--- config.mk ---
export PLATFORM = sky130hd
export DESIGN_NAME = mips_data_bus_bridge
export DESIGN_NICKNAME = d
export VERILOG_FILES = /design/src/rtl/mips_data_bus_bridge.sv
export SDC_FILE = /design/constraint.sdc
export NUM_CORES = 1
export LEC_CHECK = 0
export CAP_MARGIN = 0
export CORE_MARGIN = 1
export CORE_UTILIZATION = 44
export CTS_CLUSTER_SIZE = 14
export DETAILED_ROUTE_END_ITERATION = 7
export PLACE_DENSITY = 0.86
export SETUP_SLACK_MARGIN = 0.05
export SLEW_MARGIN = 20
export SYNTH_ARGS = -nofsm -noshare
export SYNTH_HDL_FRONTEND = slang
export SYNTH_SLANG_ARGS = --single-unit
--- constraint.sdc ---
create_clock -name clk_i -period 3.7 [get_ports clk_i]
set_clock_uncertainty 0.15 [all_clocks]
set_input_delay 0.37 -clock clk_i [delete_from_list [all_inputs] [get_ports clk_i]]
set_output_delay 0.37 -clock clk_i [all_outputs]
set_load 0.02 [all_outputs]
--- src/rtl/mips_data_bus_bridge.sv ---
// Bridge from the CPU data port to a wait-stated bus: registers each load/store,
// stalls the CPU through clk_enable until the access completes, and flags errors.
module mips_data_bus_bridge #(
    parameter int          TIMEOUT_CYCLES = 64,
    parameter logic [31:0] ERR_READDATA   = 32'h0000_0000
) (
    input  logic        clk_i,
    input  logic        rst_ni,
    input  logic [31:0] cpu_data_address_i,
    input  logic        cpu_data_write_i,
    input  logic        cpu_data_read_i,
    input  logic [31:0] cpu_data_writedata_i,
    output logic [31:0] cpu_data_readdata_o,
    output logic        cpu_clk_enable_o,
    output logic [31:0] mem_address_o,
    output logic        mem_read_o,
    output logic        mem_write_o,
    output logic [31:0] mem_writedata_o,
    input  logic        mem_waitrequest_i,
    input  logic [31:0] mem_readdata_i,
    input  logic        mem_readdatavalid_i,
    output logic        bus_error_o
);

    localparam int CW = $clog2(TIMEOUT_CYCLES + 1);

    typedef enum logic [1:0] {IDLE, CMD, RDWAIT, DONE} state_e;

    state_e          state_q, state_d;
    logic [31:0]     addr_q, addr_d;
    logic [31:0]     wdata_q, wdata_d;
    logic [31:0]     rdata_q, rdata_d;
    logic            is_rd_q, is_rd_d;
    logic            err_q, err_d;
    logic [CW-1:0]   cnt_q, cnt_d;
    logic            cpu_req;
    logic            last_cycle;

    assign cpu_req    = cpu_data_read_i | cpu_data_write_i;
    // Counter holds the number of busy cycles already spent; this is the final allowed one.
    assign last_cycle = (cnt_q == CW'(TIMEOUT_CYCLES - 1));

    always_comb begin
        state_d          = state_q;
        addr_d           = addr_q;
        wdata_d          = wdata_q;
        rdata_d          = rdata_q;
        is_rd_d          = is_rd_q;
        err_d            = err_q;
        cnt_d            = cnt_q;
        mem_read_o       = 1'b0;
        mem_write_o      = 1'b0;
        cpu_clk_enable_o = 1'b0;
        unique case (state_q)
            IDLE: begin
                cpu_clk_enable_o = !cpu_req;
                if (cpu_req) begin
                    addr_d  = cpu_data_address_i;
                    wdata_d = cpu_data_writedata_i;
                    is_rd_d = cpu_data_read_i;
                    cnt_d   = '0;
                    if (cpu_data_address_i[1:0] != 2'b00 || (cpu_data_read_i && cpu_data_write_i)) begin
                        err_d   = 1'b1;
                        rdata_d = ERR_READDATA;
                        state_d = DONE;
                    end else begin
                        state_d = CMD;
                    end
                end
            end
            CMD: begin
                mem_read_o  = is_rd_q;
                mem_write_o = !is_rd_q;
                cnt_d       = cnt_q + CW'(1);
                if (!mem_waitrequest_i) begin
                    if (!is_rd_q) begin
                        state_d = DONE;
                    end else if (mem_readdatavalid_i) begin
                        rdata_d = mem_readdata_i;
                        state_d = DONE;
                    end else begin
                        state_d = RDWAIT;
                    end
                end else if (last_cycle) begin
                    err_d   = 1'b1;
                    rdata_d = ERR_READDATA;
                    state_d = DONE;
                end
            end
            RDWAIT: begin
                cnt_d = cnt_q + CW'(1);
                if (mem_readdatavalid_i) begin
                    rdata_d = mem_readdata_i;
                    state_d = DONE;
                end else if (last_cycle) begin
                    err_d   = 1'b1;
                    rdata_d = ERR_READDATA;
                    state_d = DONE;
                end
            end
            DONE: begin
                // The request still visible here is the one just completed.
                cpu_clk_enable_o = 1'b1;
                state_d          = IDLE;
            end
            default: state_d = IDLE;
        endcase
    end

    always_ff @(posedge clk_i or negedge rst_ni) begin
        if (!rst_ni) begin
            state_q <= IDLE;
            addr_q  <= '0;
            wdata_q <= '0;
            rdata_q <= '0;
            is_rd_q <= 1'b0;
            err_q   <= 1'b0;
            cnt_q   <= '0;
        end else begin
            state_q <= state_d;
            addr_q  <= addr_d;
            wdata_q <= wdata_d;
            rdata_q <= rdata_d;
            is_rd_q <= is_rd_d;
            err_q   <= err_d;
            cnt_q   <= cnt_d;
        end
    end

    assign mem_address_o       = addr_q;
    assign mem_writedata_o     = wdata_q;
    assign cpu_data_readdata_o = rdata_q;
    assign bus_error_o         = err_q;

endmodule

# After elaboration in Yosys (flattened, before gate mapping)
# Index checks and enable logic that the tools add are counted.
[classes] mux=27 bitwise=1 n_addsub=1 reduce_logical=13 n_eq_ne=10
[ops] operator="2-to-1 mux 32 bit" count=7
[ops] operator="case mux 32 bit (3 select lines)" count=1
[ops] operator="case mux 7 bit (2 select lines)" count=1
[ops] operator="2-to-1 mux 2 bit" count=5
[ops] operator="AND reduction 5 bit" count=2
[ops] operator="2-to-1 mux 1 bit" count=9
[ops] operator="inequality test 2 bit, second input constant" count=4
[ops] operator="case mux 2 bit (4 select lines)" count=1
[ops] operator="adder 7 x 1 -> 7 bit, second input constant" count=1
[ops] operator="equality test 7 x 6 -> 1 bit, second input constant" count=1
[ops] operator="2-to-1 mux 7 bit" count=1
[ops] operator="inequality test 3 bit, second input constant" count=2
[ops] operator="equality test 2 bit, second input constant" count=2
[ops] operator="AND reduction 2 bit" count=2
[ops] operator="nonzero test 2 bit" count=2
[ops] operator="case mux 1 bit (3 select lines)" count=1
[ops] operator="nonzero test 3 bit" count=1
[ops] operator="equality test 2 x 1 -> 1 bit, second input constant" count=1
[ops] operator="logical NOT 1 bit" count=2
[ops] operator="logical NOT 2 bit" count=1
[ops] operator="case mux 1 bit (2 select lines)" count=1
[ops] operator="OR reduction 2 bit" count=1
[ops] operator="logical AND 1 bit" count=1
[ops] operator="logical OR 1 bit" count=1
[ops] operator="OR 1 bit" count=1
[word_totals] inputBits=102 register_bits=107 out_inout_bits=100

# Depth between registers and ports, before layout
# Gate-level depths: netlist of the first run.
[depth] ltp_word=5 depth_mapped=7 ltp_nobuf=6

# Worst setup path before layout of the first run
# OpenSTA, ideal clock, no wires.
[synth_path] kind="register to register" start="register cnt_q[0]" end="register rdata_q[0], in the netlist cpu_data_readdata_o[0]" path_stages_with_launch=7 synth_period_minus_slack_ns=2.130 t_arrival_ns=1.859 required_time_ns=3.429 path_slack_ns=1.570 setup_ns=0.121 n_path_buf=1 path_cell_list="dfrtp_1 ha_1 nand4_1 or3b_4 a311o_2 buf_6 a22o_1"
[synth_between] elab_chain_cells=4 elab_cells_between_ends=5 cone_classes="1 x eq/ne; 4 x mux"
[synth_rtl] item="start, declared" line_no="35" text="logic [CW-1:0] cnt_q, cnt_d;"
[synth_rtl] item="start signal, assigned" line_no="126" text="cnt_q <= cnt_d;"
[synth_rtl] item="equality test 7 x 6 -> 1 bit (*)" line_no="41" text="assign last_cycle = (cnt_q == CW'(TIMEOUT_CYCLES - 1));"
[synth_rtl] item="2-to-1 mux 32 bit (*)"
[synth_rtl] item="2-to-1 mux 32 bit, on equally long branches"
[synth_rtl] item="case mux 32 bit (3 select lines) (*)"
[synth_rtl] item="end signal, assigned" line_no="123" text="rdata_q <= rdata_d;"
[synth_rtl] item="end, declared" line_no="32" text="logic [31:0] rdata_q, rdata_d;"
# Mark *: on every way between the ends. The rest lies on a longest branch, timed or not.
# A chain may end at the register's enable or synchronous reset.

# Worst setup path in the final report of the first run
[layout_path] start="register state_q[1]" end="output port cpu_clk_enable_o"
[layout_between] elab_chain_cells=2 elab_cells_between_ends=3 cone_classes="1 x eq/ne; 1 x mux; 1 x reduce/logical"
[layout_rtl] item="start, declared" line_no="29" text="state_e state_q, state_d;"
[layout_rtl] item="start signal, assigned" line_no="120" text="state_q <= state_d;"
[layout_rtl] item="equality test 2 bit / logical NOT 2 bit (equally long branches)" line_no="54" text="unique case (state_q)"
[layout_rtl] item="case mux 1 bit (2 select lines) (*)" line_no="54"
[layout_rtl] item="end, declared" line_no="14" text="output logic cpu_clk_enable_o,"
# Marks and branches as above.

==> results.py, run 1 <==
metrics = {
    "run_status": {
        "status": "completed",
    },
    "cells_and_area": {
        "nNetsFinal": 599,
        "diodes": 0,
        "final_core_util": 0.7100,
        "layout-drive-gt1-share": 0.1875,
        "syn2layout_area_growth_pct": 55.58,
        "num-fill-cells": 657,
    },
    "power": {
        "p_leak_nw": 2.775,
        "ir_drop_mv": 0.6353,
        "power.density_nw_per_um2": 897.3,
    },
    "timing": {
        "finalMaxSlewViolations": 0,
        "slew_headroom": 0.4957,
        "period_share": 0.8494,
        "hold_viol": 0,
        "final.setup.tns_ns": 0,
        "setup_viol": 0,
        "max_clock_freq_ghz": 0.3182,
        "worst_slew_pin_slew_ns": 0.7564,
        "finalCriticalPeriod_ns": 3.143,
        "grt_setup_unrepaired": "no",
    },
    "clocking": {
        "clkSlewWorstSetupHoldPaths_ns": 0.10,
        "cts_tree": "done",
        "cts_num_sinks": 107,
        "worstSkewPairLatency_ns": 0.36,
        "htreeDepth": 3,
        "numCtsBuffers": 9,
        "ctsResizeCount": 0,
        "cts-root-buf": "clkbuf_8",
        "clockBufferDepth": 2,
    },
    "flow_run": {
        "cap_viol_max_count": 0,
    },
    "route": {
        "vias": 3130,
        "viasPerCell": 5.008,
        "post_drt_wl_per_cell_um": 16.85,
        "antenna_left": 0,
        "drt-pass1-iter-count": 4,
        "drt-total-wl_um": 10530,
        "remaining_drc_errors": 0,
        "drt-initial-drc-count": 62,
    },
    "placed_design": {
        "hpwl_um": 7746,
        "globalplace.congestion": 0.8673,
        "portBuffers": 201,
    },
    "floorplan": {
        "pin_count": 202,
        "die_area_um2": 10030,
        "start_util": 0.4563,
        "die_height_um": 100.1,
        "core_area_um2": 9284,
        "die_w_um": 100.1,
        "num_rows": 35,
    },
    "global_routing": {
        "grtUsageTotal": 0.2188,
        "grt_pass1_vias": 3379,
        "grt_first_pass_wirelength_um": 16750,
        "antenna_found_initial": 0,
        "grt_overflow": 0,
        "grt_max_degree": 85,
    },
    "synthesis": {
        "syn_area_per_cell_um2": 14.71,
        "synth-seq-area-share": 0.6320,
        "syn-cell-area_um2": 4237,
        "syn_nets": 396,
        "ys_seq_elements": 107,
        "yosysWarnings": 0,
        "syn_inst": 288,
        "yosysUniqueCellTypes": 35,
    },
    "worst_setup_path": {
        "required_ns": 3.18,
        "critPathLaunchType": "flop",
        "crit_path_end_kind": "output pin",
        "arrival_ns": 2.62,
        "path_max_fanout": 9,
        "path_class": "flop to output pin",
    },
    "worst_hold_path": {
        "hp-class": "flop to flop",
    },
}
final timing paths:
kind                                           end  slack [ns]        start  cells past startpoint
setup / recovery                  cpu_clk_enable_o        0.56   state_q[1]                      6
max in group asynchronous       mem_writedata_o[1]        2.25       rst_ni                      3
min in group asynchronous  cpu_data_readdata_o[15]        0.46       rst_ni                      2
hold reg to reg                        bus_error_o        0.35  bus_error_o                      1
hold / removal                         bus_error_o        0.35  bus_error_o                      1
setup reg to reg            cpu_data_readdata_o[3]        1.21   state_q[1]                      6
per-stage QoR:
stage | setup WS [ns] | total power, mW | cell area [µm²] | cells | hold WS [ns]
after global routing | 0.3716 | 6.269 | 6591 | 625 | 0.3724
after CTS | 0.5247 | 5.977 | 6578 | 624 | 0.06659
after floorplan | 1.570 | 3.844 | 4237 | 288 | -0.07559
final | 0.5573 | 5.914 | 6591 | 625 | 0.3474
after detailed placement | 0.9071 | 5.258 | 6381 | 608 | 0.3249
after global placement | 0.9574 | 5.150 | 6381 | 608 | 0.3364
final cells by class:
| cell class | instances | area [µm²] | share of cell area |
|---|---|---|---|
| Multi-Input combinational cell | 164 | 1479 | 0.2244 |
| Tap cell | 129 | 161.4 | 0.02449 |
| Clock inverter | 6 | 58.81 | 0.008922 |
| Timing Repair Buffer | 206 | 2066 | 0.3134 |
| Clock buffer | 10 | 137.6 | 0.02088 |
| Sequential cell | 107 | 2678 | 0.4062 |
| Inverter | 3 | 11.26 | 0.001708 |
repair_timing:
| action | 4_1_cts | 5_1_grt |
|---|---|---|
| endpoints found under the hold margin | 0 | 82 |
| setup buffers | 0 | 0 |
| hold buffers | 0 | 1 |
power breakdown:
part	total, mW	internal [mW]	switching, mW
registers	2.04	1.72	0.317
clock network	0.698	0.276	0.422
logic	3.18	1.64	1.54
layer usage:
metal  GRT usage  part of all wire  up-vias
met5           0                 0        -
met4     0.06689            0.0097        0
met3     0.08565             0.093        8
met2      0.3714              0.51      131
met1      0.2558              0.39     1536
li1            -                 -     1455
logic make-up (layout without fill, tap and decap cells):
logic type / after synthesis / count (layout) / synth area share
AO/OA/AOI/OAI: 54 / 54 / 0.1034
flip-flops: 107 / 107 / 0.6320
buffers and inverters: 17 / 225 / 0.02274
AND/OR/NAND/NOR: 34 / 34 / 0.04076
XOR/XNOR: 4 / 4 / 0.008268
multiplexers: 66 / 66 / 0.1751
adder cells (fa/ha/maj): 6 / 6 / 0.01772
Yosys cell counts:
master     number  share of area
nand2b_1        1         0.0015
nand2_1         9         0.0080
a21boi_0        1         0.0018
nand4_1         1         0.0015
mux2_2         65           0.17
ha_1            6          0.018
buf_6           3         0.0080
o22a_1          1         0.0021
o31ai_1         1         0.0018
a31oi_1         2         0.0030
a22o_1         34          0.070
nor2b_1         2         0.0030
a31o_2          1         0.0021
xnor2_1         4         0.0083
nor2_1         10         0.0089
a32o_1          1         0.0024
or3b_2          1         0.0021
nor4_1          1         0.0015
a21oi_1         2         0.0024
o21bai_1        1         0.0018
and2_1          1         0.0015
mux2i_1         1         0.0024
a211oi_1        1         0.0018
nor3b_2         1         0.0030
a311o_2         1         0.0027
a221o_1         1         0.0024
clkbuf_1        3         0.0027
o21ai_0         6         0.0071
and3_1          1         0.0015
a2bb2oi_1       1         0.0021
nor3_1          5         0.0059
inv_1           3         0.0027
or3b_4          1         0.0027
dfrtp_1       107           0.63
buf_2           8         0.0095
flip-flops by register name (all words and copies together), names as in the netlist:
| register | cells |
|---|---|
| mem_address_o | 32 |
| state_q | 2 |
| cpu_data_readdata_o | 32 |
| mem_writedata_o | 32 |
| is_rd_q | 1 |
| bus_error_o | 1 |
| cnt_q | 7 |
placed cells by master, fill, tap and decap left out, types with 3 or more instances in the layout:
cell type / instances
mux2_2: 65
xnor2_1: 4
a22o_1: 34
o21ai_0: 5
clkinvlp_4: 3
inv_1: 3
nor3_1: 4
nand2_1: 9
buf_4: 3
ha_1: 6
clkdlybuf4s50_1: 200
clkbuf_8: 10
dfrtp_1: 107
nor2_1: 10
critical path, cell delays in order, from the launching register on:
cell	delay [ns]
dfrtp_1	0.43
inv_1	0.12
ha_1	0.37
nor3b_2	0.53
nor2_1	0.08
nor2_1	0.12
clkdlybuf4s50_1	0.61
(Power assumes the default switching activity.)
==> run 2: changes to the inputs <==
- CORE_UTILIZATION: 44 -> 41
- PLACE_DENSITY: 0.86 -> 0.8
- clock period: 3.7 -> 3.05 ns (I/O delays scaled with it)
==> results.py, run 2 (synthesis results as in run 1) <==
metrics = {
    "run_status": {
        "status": "completed",
    },
    "placed_design": {
        "portBuffers": 201,
        "dpl.cell_count": 613,
        "hpwl_um": 7594,
        "globalplace.congestion": 0.8362,
    },
    "floorplan": {
        "pin_count": 202,
        "num_rows": 36,
        "die_w_um": 103.7,
        "die_height_um": 103.7,
        "core_area_um2": 9910,
        "start_util": 0.4275,
        "die_area_um2": 10740,
    },
    "worst_setup_path": {
        "r2r-start": "state_q[0]",
        "path_class": "flop to output pin",
        "cp_slowest_cell": "clkdlybuf4s50_1",
        "r2r_end": "cpu_data_readdata_o[29]",
        "max_stage_delay_ns": 0.62,
        "path_max_fanout": 9,
        "rrSetupSlack_ns": 0.63,
        "required_ns": 2.59,
        "path_cells": "inv_1, ha_2, nor3b_2, buf_4, nor2_1, nor2_1, clkdlybuf4s50_1",
        "critPathLaunchType": "flop",
        "worst-r2r-cell-count": 6,
        "crit_path_frequent_cell": "nor2_1",
        "crit_path_end_kind": "output pin",
        "arrival_ns": 2.34,
    },
    "route": {
        "drt-total-wl_um": 10370,
        "antenna_left": 0,
        "viasPerCell": 5.033,
        "drt-initial-drc-count": 118,
        "drt-pass1-iter-count": 4,
        "remaining_drc_errors": 0,
        "vias": 3171,
        "post_drt_wl_per_cell_um": 16.46,
    },
    "global_routing": {
        "grtUsageTotal": 0.1994,
        "grt_first_pass_wirelength_um": 17130,
        "antenna_found_initial": 0,
        "grt_max_degree": 61,
        "grt_pass1_vias": 3401,
        "grt_overflow": 0,
    },
    "timing": {
        "period_share": 0.9159,
        "finalMaxSlewViolations": 0,
        "worst_slew_pin_slew_ns": 0.6320,
        "setup_viol": 0,
        "finalCriticalPeriod_ns": 2.794,
        "grt_setup_unrepaired": "no",
        "hold_viol": 0,
        "slew_headroom": 0.5786,
        "max_clock_freq_ghz": 0.3580,
        "final.setup.tns_ns": 0,
    },
    "cells_and_area": {
        "layout-drive-gt1-share": 0.1891,
        "fin_cells": 630,
        "most-common-layout-cells": "200 x clkdlybuf4s50_1, 107 x dfrtp_1, 65 x mux2_2",
        "syn2layout_area_growth_pct": 55.58,
        "nNetsFinal": 600,
        "diodes": 0,
        "mostFrequentLayoutCell": "clkdlybuf4s50_1",
    },
    "power": {
        "power.density_nw_per_um2": 1084,
        "ir_drop_mv": 0.5549,
        "p_leak_nw": 2.781,
    },
    "clocking": {
        "clockBufferDepth": 2,
        "worstSkewPairLatency_ns": 0.35,
        "cts_setup_buffers": 0,
        "cts-root-buf": "clkbuf_8",
        "clkSlewWorstSetupHoldPaths_ns": 0.10,
        "numCtsBuffers": 9,
        "cts_num_sinks": 107,
        "htreeDepth": 3,
        "cts_tree": "done",
    },
    "worst_hold_path": {
        "hp-class": "input pin to async pin",
    },
    "flow_run": {
        "cap_viol_max_count": 0,
    },
}
==> run 2: changes by cell type in the layout (fill, tap and decap cells not counted), sizes merged <==
| cell | change |
|---|---|
| clkinvlp | -3 |
| buf | +1 |
| clkinv | +1 |
| inv | +1 |
| clkbuf | +1 |
==> run 2: per-layer routing <==
metal | part of all wire | global-route usage
met2 | 0.48 | 0.3265
met4 | 0.021 | 0.07347
met3 | 0.084 | 0.06482
met5 | 0 | 0
met1 | 0.41 | 0.2467
==> run 2: through the flow <==
stage	power (mW)	hold slack, ns	setup slack, ns	util	cell area [µm²]
after floorplan	4.663	-0.1406	0.9198	-	4237
after global placement	6.240	0.2120	0.5797	0.6452	6394
after detailed placement	6.357	0.2140	0.4739	0.6452	6394
after CTS	7.214	0.3637	0.1450	0.6649	6589
after global routing	7.573	0.3711	0.1186	0.6652	6591
final	7.142	0.3381	0.2564	0.6652	6591
==> run 2: worst max-delay path by stage <==
stage	to	start	slack [ns]	cells after the start
2_1_floorplan	cpu_data_readdata_o[0]	cnt_q[0]	0.92	6
3_3_place_gp	cpu_data_readdata_o[0]	cpu_data_write_i	0.58	5
3_5_place_dp	cpu_data_readdata_o[11]	cpu_data_write_i	0.47	5
4_1_cts	cpu_clk_enable_o	state_q[0]	0.14	7
5_1_grt	cpu_clk_enable_o	state_q[0]	0.12	7
6_report	cpu_clk_enable_o	state_q[0]	0.26	7
==> run 2: worst max-delay path: cells and delay by family, from the launching register on <==
family | cells | cell delay, ns
adder cells (fa/ha/maj) | 1 | 0.29
buffers and inverters | 3 | 0.92
flip-flops | 1 | 0.43
AND/OR/NAND/NOR | 3 | 0.33
==> run 2: power by group <==
group / internal [mW] / total [mW] / switching [mW] / leakage, nW
Clock: 0.333 / 0.824 / 0.492 / 0.0949
Sequential: 2.09 / 2.45 / 0.368 / 1.33
Combinational: 1.99 / 3.86 / 1.87 / 1.36
Total: 4.41 / 7.14 / 2.73 / 2.78
==> run 2: layout make-up <==
cell class | count | area, µm²
multi-input combinational | 164 | 1481
tap | 133 | 166.4
sequential | 107 | 2678
inverter | 3 | 11.26
timing repair buffer | 207 | 2069
clock buffer | 11 | 141.4
fill | 744 | 3318
clock inverter | 5 | 43.79
==> run 2: timing repair <==
item                       CTS  global route
gates resized for setup      0             1
setup endpoints to repair    0             1
hold endpoints to repair    47             0
hold buffers                 1             0
==> run 3: changes to the inputs <==
- REMOVE_ABC_BUFFERS: default -> 1
==> results.py, run 3 (synthesis results as in run 1) <==
metrics = {
    "run_status": {
        "status": "completed",
    },
    "route": {
        "remaining_drc_errors": 0,
        "drt-total-wl_um": 10280,
        "vias": 3114,
        "drt-pass1-iter-count": 4,
        "post_drt_wl_per_cell_um": 16.37,
        "antenna_left": 0,
        "drt-initial-drc-count": 112,
        "viasPerCell": 4.959,
    },
    "placed_design": {
        "portBuffers": 201,
        "dpl.cell_count": 612,
        "globalplace.congestion": 0.7621,
        "hpwl_um": 7455,
        "placed_area_um2": 6399,
    },
    "cells_and_area": {
        "mostFrequentLayoutCell": "clkdlybuf4s50_1",
        "final_core_util": 0.6662,
        "diodes": 0,
        "num-fill-cells": 744,
        "fin_cells": 628,
        "stdcell_area_um2": 6601,
        "layout-drive-gt1-share": 0.1838,
        "nNetsFinal": 599,
        "most-common-layout-cells": "200 x clkdlybuf4s50_1, 107 x dfrtp_1, 65 x mux2_2",
        "syn2layout_area_growth_pct": 55.82,
    },
    "power": {
        "p_leak_nw": 2.785,
        "ir_drop_mv": 0.5802,
        "power.density_nw_per_um2": 1087,
    },
    "worst_setup_path": {
        "arrival_ns": 2.32,
        "crit_path_frequent_cell": "nor2_1",
        "crit_path_end_kind": "output pin",
        "setup.worst_path.start": "state_q[0]",
        "required_ns": 2.59,
        "max_stage_delay_ns": 0.62,
        "path_max_fanout": 9,
        "cp_slowest_cell": "clkdlybuf4s50_1",
        "path_class": "flop to output pin",
        "path_buf_inv": 2,
        "critPathLaunchType": "flop",
        "r2r-start": "state_q[0]",
        "path_cells": "inv_1, ha_1, nor3b_2, nor2_1, nor2_1, clkdlybuf4s50_1",
        "crit_family": "buffers and inverters",
        "rrSetupSlack_ns": 0.52,
    },
    "timing": {
        "worst_slew_pin_slew_ns": 0.6643,
        "finalCriticalPeriod_ns": 2.773,
        "setup_viol": 0,
        "period_share": 0.9092,
        "hold_viol": 0,
        "slew_headroom": 0.5571,
        "finalMaxSlewViolations": 0,
        "max_clock_freq_ghz": 0.3606,
        "grt_setup_unrepaired": "no",
    },
    "clocking": {
        "ctsResizeCount": 0,
        "clockBufferDepth": 2,
        "ctsHoldBuffers": 1,
        "htreeDepth": 3,
        "clkSlewWorstSetupHoldPaths_ns": 0.10,
        "cts_setup_buffers": 0,
        "cts_num_sinks": 107,
        "worstSkewPairLatency_ns": 0.35,
        "numCtsBuffers": 9,
        "cts-root-buf": "clkbuf_8",
        "cts_tree": "done",
    },
    "worst_hold_path": {
        "hp-class": "flop to flop",
        "hold_path_startpoint": "bus_error_o",
    },
    "global_routing": {
        "grtUsageTotal": 0.1910,
        "grt_max_degree": 66,
        "grt_pass1_vias": 3279,
        "antenna_found_initial": 0,
        "grt_overflow": 0,
        "grt_first_pass_wirelength_um": 16400,
    },
    "floorplan": {
        "start_util": 0.4275,
        "pin_count": 202,
        "die_w_um": 103.7,
        "die_area_um2": 10740,
        "core_area_um2": 9910,
        "num_rows": 36,
        "die_height_um": 103.7,
    },
    "flow_run": {
        "cap_viol_max_count": 0,
    },
}
==> run 3: cell types whose count changed in the layout (fill, tap and decap cells not counted), sizes merged <==
cell,delta
inv,-3
buf,-1
clkinvlp,+1
bufinv,+1
==> run 3: metal layers <==
metal | global-route usage | part of all wire
met1 | 0.2221 | 0.40
met2 | 0.3346 | 0.51
met3 | 0.06104 | 0.073
met4 | 0.06020 | 0.013
met5 | 0 | 0
==> run 3: worst paths after layout <==
check	endpoint	depth (start not counted)
max	cpu_clk_enable_o	6
min	bus_error_o	1
max reg2reg	cpu_data_readdata_o[29]	6
min reg2reg	bus_error_o	1
max in group asynchronous	mem_address_o[15]	3
min in group asynchronous	is_rd_q	2
==> run 3: layout make-up <==
type | count | area (µm²) | share of cell area
sequential | 107 | 2678 | 0.4056
clock buffer | 11 | 141.4 | 0.02142
clock inverter | 4 | 51.30 | 0.007771
timing repair buffer | 206 | 2074 | 0.3143
multi-input combinational | 164 | 1479 | 0.2240
tap | 133 | 166.4 | 0.02521
inverter | 3 | 11.26 | 0.001706
==> run 3: power breakdown <==
part	total [mW]	leakage, nW	internal (mW)	switching, mW
combinational	3.85	1.36	1.99	1.86
sequential	2.47	1.33	2.09	0.382
clock	0.857	0.0954	0.399	0.458
total	7.18	2.78	4.47	2.70
==> run 3: per-stage QoR <==
| stage | total power, mW | TNS [ns] | worst slack (ns) | hold WS, ns |
|---|---|---|---|---|
| 3_3_place_gp | 6.243 | 0 | 0.5873 | 0.2268 |
| 4_1_cts | 7.251 | 0 | 0.2257 | 0.3541 |
| 5_1_grt | 7.570 | 0 | 0.1085 | 0.3705 |
| 3_5_place_dp | 6.375 | 0 | 0.5029 | 0.2304 |
| 6_report | 7.175 | 0 | 0.2769 | 0.3571 |
| 2_1_floorplan | 4.638 | -193.38 | -2.709 | -0.1406 |
